<file path="config.mk">
export PLATFORM = sky130hd
export DESIGN_NAME = frame_buffer_scheduler
export DESIGN_NICKNAME = d
export VERILOG_FILES = /design/src/rtl/frame_buffer_scheduler.sv
export SDC_FILE = /design/constraint.sdc
export NUM_CORES = 1
export LEC_CHECK = 0
export CAP_MARGIN = 15
export CORE_UTILIZATION = 31
export DETAILED_ROUTE_END_ITERATION = 10
export PLACE_DENSITY_LB_ADDON = 0.15
export SYNTH_ARGS = -nofsm -noshare
export SYNTH_HDL_FRONTEND = slang
export SYNTH_SLANG_ARGS = --single-unit
export TNS_END_PERCENT = 100
</file>
<file path="constraint.sdc">
create_clock -name CLK -period 1.6 [get_ports CLK]
set_input_delay 0.16 -clock CLK [delete_from_list [all_inputs] [get_ports CLK]]
set_output_delay 0.16 -clock CLK [all_outputs]
set_load 0.1 [all_outputs]
</file>
<file path="src/rtl/frame_buffer_scheduler.sv">
// Double-buffer controller: starts the renderer on vsync, steers renderer writes to the
// back bank, serves display reads from the front bank and swaps banks on completed frames.
module frame_buffer_scheduler #(
   parameter int ADDR_W = 16,
   parameter int DATA_W = 4,
   parameter int CNT_W  = 8
) (
   input  logic              CLK,
   input  logic              RESET,
   input  logic              VS,
   output logic              RENDER_START,
   input  logic              RENDER_DONE,
   input  logic              WR_EN,
   input  logic [8:0]        WR_X,
   input  logic [8:0]        WR_Y,
   input  logic [DATA_W-1:0] WR_DATA,
   input  logic              RD_REQ,
   input  logic [ADDR_W-1:0] RD_ADDR,
   output logic [DATA_W-1:0] RD_DATA,
   output logic              RD_VALID,
   output logic [ADDR_W-1:0] BANK0_ADDR,
   output logic              BANK0_WE,
   output logic [DATA_W-1:0] BANK0_WDATA,
   input  logic [DATA_W-1:0] BANK0_RDATA,
   output logic [ADDR_W-1:0] BANK1_ADDR,
   output logic              BANK1_WE,
   output logic [DATA_W-1:0] BANK1_WDATA,
   input  logic [DATA_W-1:0] BANK1_RDATA,
   output logic              FRONT_SEL,
   output logic              OVERRUN,
   output logic [CNT_W-1:0]  DROP_CNT
);

   typedef enum logic [1:0] {
      IDLE      = 2'd0,
      RENDERING = 2'd1,
      READY     = 2'd2
   } state_t;

   state_t              state_r, state_nx_s;
   logic                vs_meta_r, vs_sync_r, vs_prev_r;
   logic                vs_fall_s;
   logic                start_s, overrun_s, swap_s;
   logic                rd_sel_r;
   logic                wr_accept_s;
   logic [ADDR_W-1:0]   wr_addr_s;
   logic [DATA_W-1:0]   wr_data_s;

   // VS synchronizer and previous-value flop; idle level is high
   always_ff @(posedge CLK or posedge RESET) begin
      if (RESET) begin
         vs_meta_r <= 1'b1;
         vs_sync_r <= 1'b1;
         vs_prev_r <= 1'b1;
      end else begin
         vs_meta_r <= VS;
         vs_sync_r <= vs_meta_r;
         vs_prev_r <= vs_sync_r;
      end
   end

   assign vs_fall_s = vs_prev_r & ~vs_sync_r;

   // Frame FSM next-state and event decode
   always_comb begin
      state_nx_s = state_r;
      start_s    = 1'b0;
      overrun_s  = 1'b0;
      swap_s     = 1'b0;
      case (state_r)
         IDLE: begin
            if (vs_fall_s) begin
               state_nx_s = RENDERING;
               start_s    = 1'b1;
            end else begin
               state_nx_s = IDLE;
            end
         end
         RENDERING: begin
            // done coinciding with vsync counts as a completed frame: swap and restart
            if (RENDER_DONE && vs_fall_s) begin
               swap_s  = 1'b1;
               start_s = 1'b1;
            end else if (RENDER_DONE) begin
               state_nx_s = READY;
            end else if (vs_fall_s) begin
               overrun_s = 1'b1;
            end else begin
               state_nx_s = RENDERING;
            end
         end
         READY: begin
            if (vs_fall_s) begin
               state_nx_s = RENDERING;
               swap_s     = 1'b1;
               start_s    = 1'b1;
            end else begin
               state_nx_s = READY;
            end
         end
         default: state_nx_s = IDLE;
      endcase
   end

   // FSM state, pulses, bank selection and drop counter
   always_ff @(posedge CLK or posedge RESET) begin
      if (RESET) begin
         state_r      <= IDLE;
         RENDER_START <= 1'b0;
         OVERRUN      <= 1'b0;
         FRONT_SEL    <= 1'b0;
         DROP_CNT     <= {CNT_W{1'b0}};
      end else begin
         state_r      <= state_nx_s;
         RENDER_START <= start_s;
         OVERRUN      <= overrun_s;
         if (swap_s) FRONT_SEL <= ~FRONT_SEL;
         if (overrun_s && (DROP_CNT != {CNT_W{1'b1}})) DROP_CNT <= DROP_CNT + CNT_W'(1);
      end
   end

   // Read request and the bank it targeted travel together so data stays coherent across a swap
   always_ff @(posedge CLK or posedge RESET) begin
      if (RESET) begin
         RD_VALID <= 1'b0;
         rd_sel_r <= 1'b0;
      end else begin
         RD_VALID <= RD_REQ;
         rd_sel_r <= FRONT_SEL;
      end
   end

   // Read data mux, held at zero when no read is returning
   always_comb begin
      RD_DATA = {DATA_W{1'b0}};
      if (RD_VALID) begin
         RD_DATA = rd_sel_r ? BANK1_RDATA : BANK0_RDATA;
      end else begin
         RD_DATA = {DATA_W{1'b0}};
      end
   end

   // Write qualification and bank port steering; the front bank is never written
   always_comb begin
      wr_accept_s = WR_EN && (state_r == RENDERING) && !WR_X[8] && !WR_Y[8];
      wr_addr_s   = {ADDR_W{1'b0}};
      wr_data_s   = {DATA_W{1'b0}};
      BANK0_ADDR  = {ADDR_W{1'b0}};
      BANK0_WE    = 1'b0;
      BANK0_WDATA = {DATA_W{1'b0}};
      BANK1_ADDR  = {ADDR_W{1'b0}};
      BANK1_WE    = 1'b0;
      BANK1_WDATA = {DATA_W{1'b0}};
      if (wr_accept_s) begin
         wr_addr_s = ADDR_W'({WR_Y[7:0], WR_X[7:0]});
         wr_data_s = WR_DATA;
      end else begin
         wr_addr_s = {ADDR_W{1'b0}};
         wr_data_s = {DATA_W{1'b0}};
      end
      if (FRONT_SEL) begin
         BANK1_ADDR  = RD_ADDR;
         BANK0_ADDR  = wr_addr_s;
         BANK0_WE    = wr_accept_s;
         BANK0_WDATA = wr_data_s;
      end else begin
         BANK0_ADDR  = RD_ADDR;
         BANK1_ADDR  = wr_addr_s;
         BANK1_WE    = wr_accept_s;
         BANK1_WDATA = wr_data_s;
      end
   end

endmodule

</file>
==> impl_metrics.json, run 1 <==
{
  "antenna_found_initial": 0,
  "dpl_ws_ps": -234.6,
  "starting_density_pct": 33.19,
  "die-width_um": 71.45,
  "synth_async_sr_flop_share_pct": 100.0,
  "cts_htree_levels": 1,
  "error_line": "[ERROR DPL-0033] detailed placement checks failed during check placement.",
  "globalplace.congestion": 0.8469,
  "placement.cell_area_sq_um": 3802,
  "synth.ff_latch_count": 18,
  "cts.path.max_buffers": 2,
  "cts_made_buffers": 3,
  "synth-seq-area-share_pct": 30.38,
  "syn-instance-count": 198,
  "synth_enable_flop_cells": 0,
  "synth.avg_cell_area_sq_um": 7.551,
  "yosysTopAreaCellShare_pct": 25.10,
  "status": "did not finish",
  "synth_top_cells_by_count": "nand2_1 (36), o21ai_0 (32), nand3_1 (21), inv_1 (19), dfrtp_1 (15)",
  "ios": 110,
  "worst_path_end_type": "top-level output",
  "cts.sinks": 18,
  "synth_warnings": 0,
  "dp.final_hpwl_um": 4641,
  "synth_top_cells_by_area": "dfrtp_1 (25%), o21ai_0 (11%), nand2_1 (9.0%), nand3_1 (7.0%), dfstp_2 (5.3%)",
  "synth_flop_cell": "dfrtp_1",
  "exit_stage": "global routing (5_1_grt)",
  "port_buffers": 109,
  "floorplan.die.height_um": 71.45,
  "cts-root-buf": "clkbuf_8",
  "numPlacedInstances": 360,
  "synth_area_leader_cell": "dfrtp_1",
  "grt_max_degree": 36,
  "yosys.cell_count.top_type": "nand2_1",
  "number_of_rows_created_at_floorplan": 24,
  "syn-cell-area_sq_um": 1495,
  "post_synth_num_cell_types": 38,
  "mapped_nets": 256,
  "repair-timing-grt-worst-ep": "BANK1_WDATA[3]"
}
## metrics by stage
stage	utilization, %	hold WS [ps]
4_1_cts	91.83	223.8
3_5_place_dp	84.42	348.2
3_3_place_gp	84.42	345.3
2_1_floorplan	-	95.96
## cell families after synthesis
kind of cell             after synthesis  share of synthesized area [%]
AND/OR/NAND/NOR                       85                          29.88
buffers and inverters                 33                          9.623
AO/OA/AOI/OAI                         44                          16.23
adder cells (fa/ha/maj)                6                          5.021
flip-flops                            18                          30.38
multiplexers                          10                          7.699
XOR/XNOR                               2                          1.172
## what timing repair did
item                       4_1_cts
hold buffers                     0
gates resized for setup         31
hold endpoints to repair         0
setup endpoints to repair       47
setup buffers                    5
cloned                           3
==> run 2, diff against run 1 <==
Settings changed: CORE_UTILIZATION 31 to 20.
Clock period 1.6 ns to 2.1 ns, I/O delays scaled along.
==> impl_metrics.json, run 2 <==
{
  "antenna_found_initial": 0,
  "skew_ps": 3.075,
  "synth_area_leader_cell": "dfrtp_1",
  "cts.sinks": 18,
  "final-instance-count-excl-fill": 409,
  "floorplan.die.height_um": 88.47,
  "max_cap_violations": 0,
  "worstPathArrival_ps": 1830,
  "rr_startpoint": "state_r[1]",
  "switchingPower_uw": 2542,
  "synth_flop_cell": "dfrtp_1",
  "cts.path.max_buffers": 2,
  "dpl_ws_ps": 118.4,
  "cts_htree_levels": 1,
  "detail_route.wirelength_um": 5208,
  "yosys.cell_count.top_type": "nand2_1",
  "p_comb_share_pct": 81.2,
  "internal_power_uw": 1805,
  "hold_viol": 0,
  "grt_setup_unrepaired": "true",
  "dp.final_hpwl_um": 4145,
  "cts_tree": "yes",
  "filler_cell_count": 703,
  "leakage_uw": 0.001513,
  "grt_max_degree": 34,
  "synth_async_sr_flop_share_pct": 100.0,
  "core-area_sq_um": 7253,
  "ff_latch_area_sq_um": 459.2,
  "area.growth.synth_to_final_pct": 136.2,
  "synth.ff_latch_count": 18,
  "worst-path-max-fanout": 14,
  "avgViaCountPerCell": 4.430,
  "timing.critical_path.required_ps": 1890,
  "timing.final.max_slew_violations": 0,
  "post_synth_num_cell_types": 38,
  "final.period_utilization_pct": 97.25,
  "hold_path_class": "primary input to async pin",
  "routed-via-count": 1812,
  "largest_register": "DROP_CNT",
  "totalPowerFinal_uw": 4347,
  "synth_top_cells_by_count": "nand2_1 (36), o21ai_0 (32), nand3_1 (21), inv_1 (19), dfrtp_1 (15)",
  "synth_top_cells_by_area": "dfrtp_1 (25%), o21ai_0 (11%), nand2_1 (9.0%), nand3_1 (7.0%), dfstp_2 (5.3%)",
  "synth-seq-area-share_pct": 30.38,
  "layout.cells.most_common_list": "clkdlybuf4s50_1 (51), buf_12 (51), nand2_1 (36)",
  "globalplace.congestion": 0.7565,
  "tightest_pin_transition_ps": 683.6,
  "die-width_um": 88.47,
  "mapped_nets": 256,
  "antenna_violating_nets_post_route": 0,
  "clkLatencyLatePin_ps": 250,
  "largest_registers": "DROP_CNT: 8 flops, state_r: 2 flops",
  "timing.critical_path.to_type": "output port",
  "cts-root-buf": "clkbuf_8",
  "synth_warnings": 0,
  "synth_enable_flop_cells": 0,
  "grt_first_pass_wirelength_um": 8169,
  "rrSetupSlack_ps": 340,
  "worstRegToRegCells": 6,
  "ios": 110,
  "port_buffers": 109,
  "power.ir.vdd_worst_mv": 0.6993,
  "global_route.usage.total_pct": 13.41,
  "grt_pass1_vias": 1723,
  "drt_drc_violations_left": 0,
  "cts_made_buffers": 3,
  "multi_input_area_sq_um": 1111,
  "first_iter_violations": 66,
  "max-slew-margin-rel_pct": 54.38,
  "starting_density_pct": 20.61,
  "powerDensity_nw_per_um2": 1231,
  "seq_power_share_pct": 12.3,
  "design.die.area_sq_um": 7826,
  "setup.worst_path.start_class": "flop",
  "synth.avg_cell_area_sq_um": 7.551,
  "r2r-end": "DROP_CNT[7]",
  "finalSetupTns_ps": 0,
  "wire_length_per_cell_after_detailed_routing_um": 12.73,
  "worstSetupPathType": "flop to output port",
  "timing.final.crit_period_ps": 2042,
  "final_layout_size_suffix_gt1_share_pct": 44.84,
  "timing.final.ws_setup_ps": 57.66,
  "number_of_rows_created_at_floorplan": 31,
  "cts.reportedPaths.clkPinSlew_ps": 70,
  "syn-cell-area_sq_um": 1495,
  "largest_register_ff_count": 8,
  "netSwitchingFraction_pct": 58.47,
  "syn-instance-count": 198,
  "numPlacedInstances": 397,
  "finish.net_count": 369,
  "fin_util_pct": 48.68,
  "maximum_clock_rate_ghz": 0.4896,
  "setup_viol": 0,
  "drtPass1Iterations": 3,
  "clkPwrFrac_pct": 6.5,
  "status": "finished, final reports clean",
  "antenna-diode-count": 0,
  "grt_overflow": 0,
  "yosysTopAreaCellShare_pct": 25.10
}
==> run 2: cell counts after synthesis <==
Identical to the previous run, type by type.
==> run 2: cell type report <==
type | instances | area share [%]
sequential | 18 | 13.00
multi-input combinational | 147 | 31.47
timing repair buffer | 122 | 48.44
clock buffer | 4 | 1.559
tap | 99 | 3.508
inverter | 19 | 2.020
==> run 2: power groups by stage <==
stage	sequential, uW	combinational (uW)	clock (uW)
6_report	536	3530	281
5_1_grt	550	3670	310
4_1_cts	538	3540	292
3_5_place_dp	547	3500	0
3_3_place_gp	546	3490	0
2_1_floorplan	740	2100	0
==> run 2: routing by layer <==
| layer | up-vias | wire length (um) | track usage (%) |
|---|---|---|---|
| met2 | 78 | 2473 | 21.54 |
| met1 | 832 | 2057 | 16.05 |
| met3 | 4 | 643 | 6.996 |
| met5 | - | 0 | 0 |
| met4 | 0 | 34 | 2.639 |
| li1 | 898 | - | - |
==> run 2: how the worst max path moves through the flow <==
stage / start / end / slack, ps / depth (start not counted)
5_1_grt: state_r[1] / BANK0_ADDR[9] / -40 / 7
2_1_floorplan: FRONT_SEL / BANK0_ADDR[0] / -180 / 3
6_report: state_r[1] / BANK1_ADDR[7] / 60 / 7
4_1_cts: state_r[1] / BANK1_ADDR[14] / 9 / 7
3_3_place_gp: WR_EN / BANK1_WDATA[0] / 110 / 6
3_5_place_dp: WR_EN / BANK1_WDATA[0] / 120 / 6
==> run 2: worst max-delay path: stages (launching register included) <==
cell and delay, ps:
dfrtp_1 390, inv_2 90, ha_4 130, and4bb_4 270, bufbuf_16 290, nand2_1 70
o21ai_2 160, buf_12 190
==> run 2: logic make-up (layout without fill, tap and decap cells) <==
family | Yosys count | count (layout) | share of synthesized area (%)
AND/OR/NAND/NOR | 85 | 85 | 29.88
AO/OA/AOI/OAI | 44 | 44 | 16.23
buffers and inverters | 33 | 145 | 9.623
flip-flops | 18 | 18 | 30.38
multiplexers | 10 | 10 | 7.699
adder cells (fa/ha/maj) | 6 | 6 | 5.021
XOR/XNOR | 2 | 2 | 1.172
==> run 2: what timing repair did <==
item / in CTS / in global routing
hold buffers: 0 / 0
gates resized for setup: 1 / 4
endpoints found under the setup margin: 15 / 39
pin swaps: 1 / 1
buffers inserted: 5 / 2
gates cloned: 1 / 0
==> run 2: metrics by stage <==
stage | instance area [sq um] | hold slack [ps]
3_3_place_gp | 3368 | 348.4
3_5_place_dp | 3368 | 347.2
2_1_floorplan | 1708 | 146.2
6_report | 3531 | 355.7
4_1_cts | 3506 | 357.0
5_1_grt | 3531 | 358.8
Note: power is estimated with default switching activity, not from simulation.
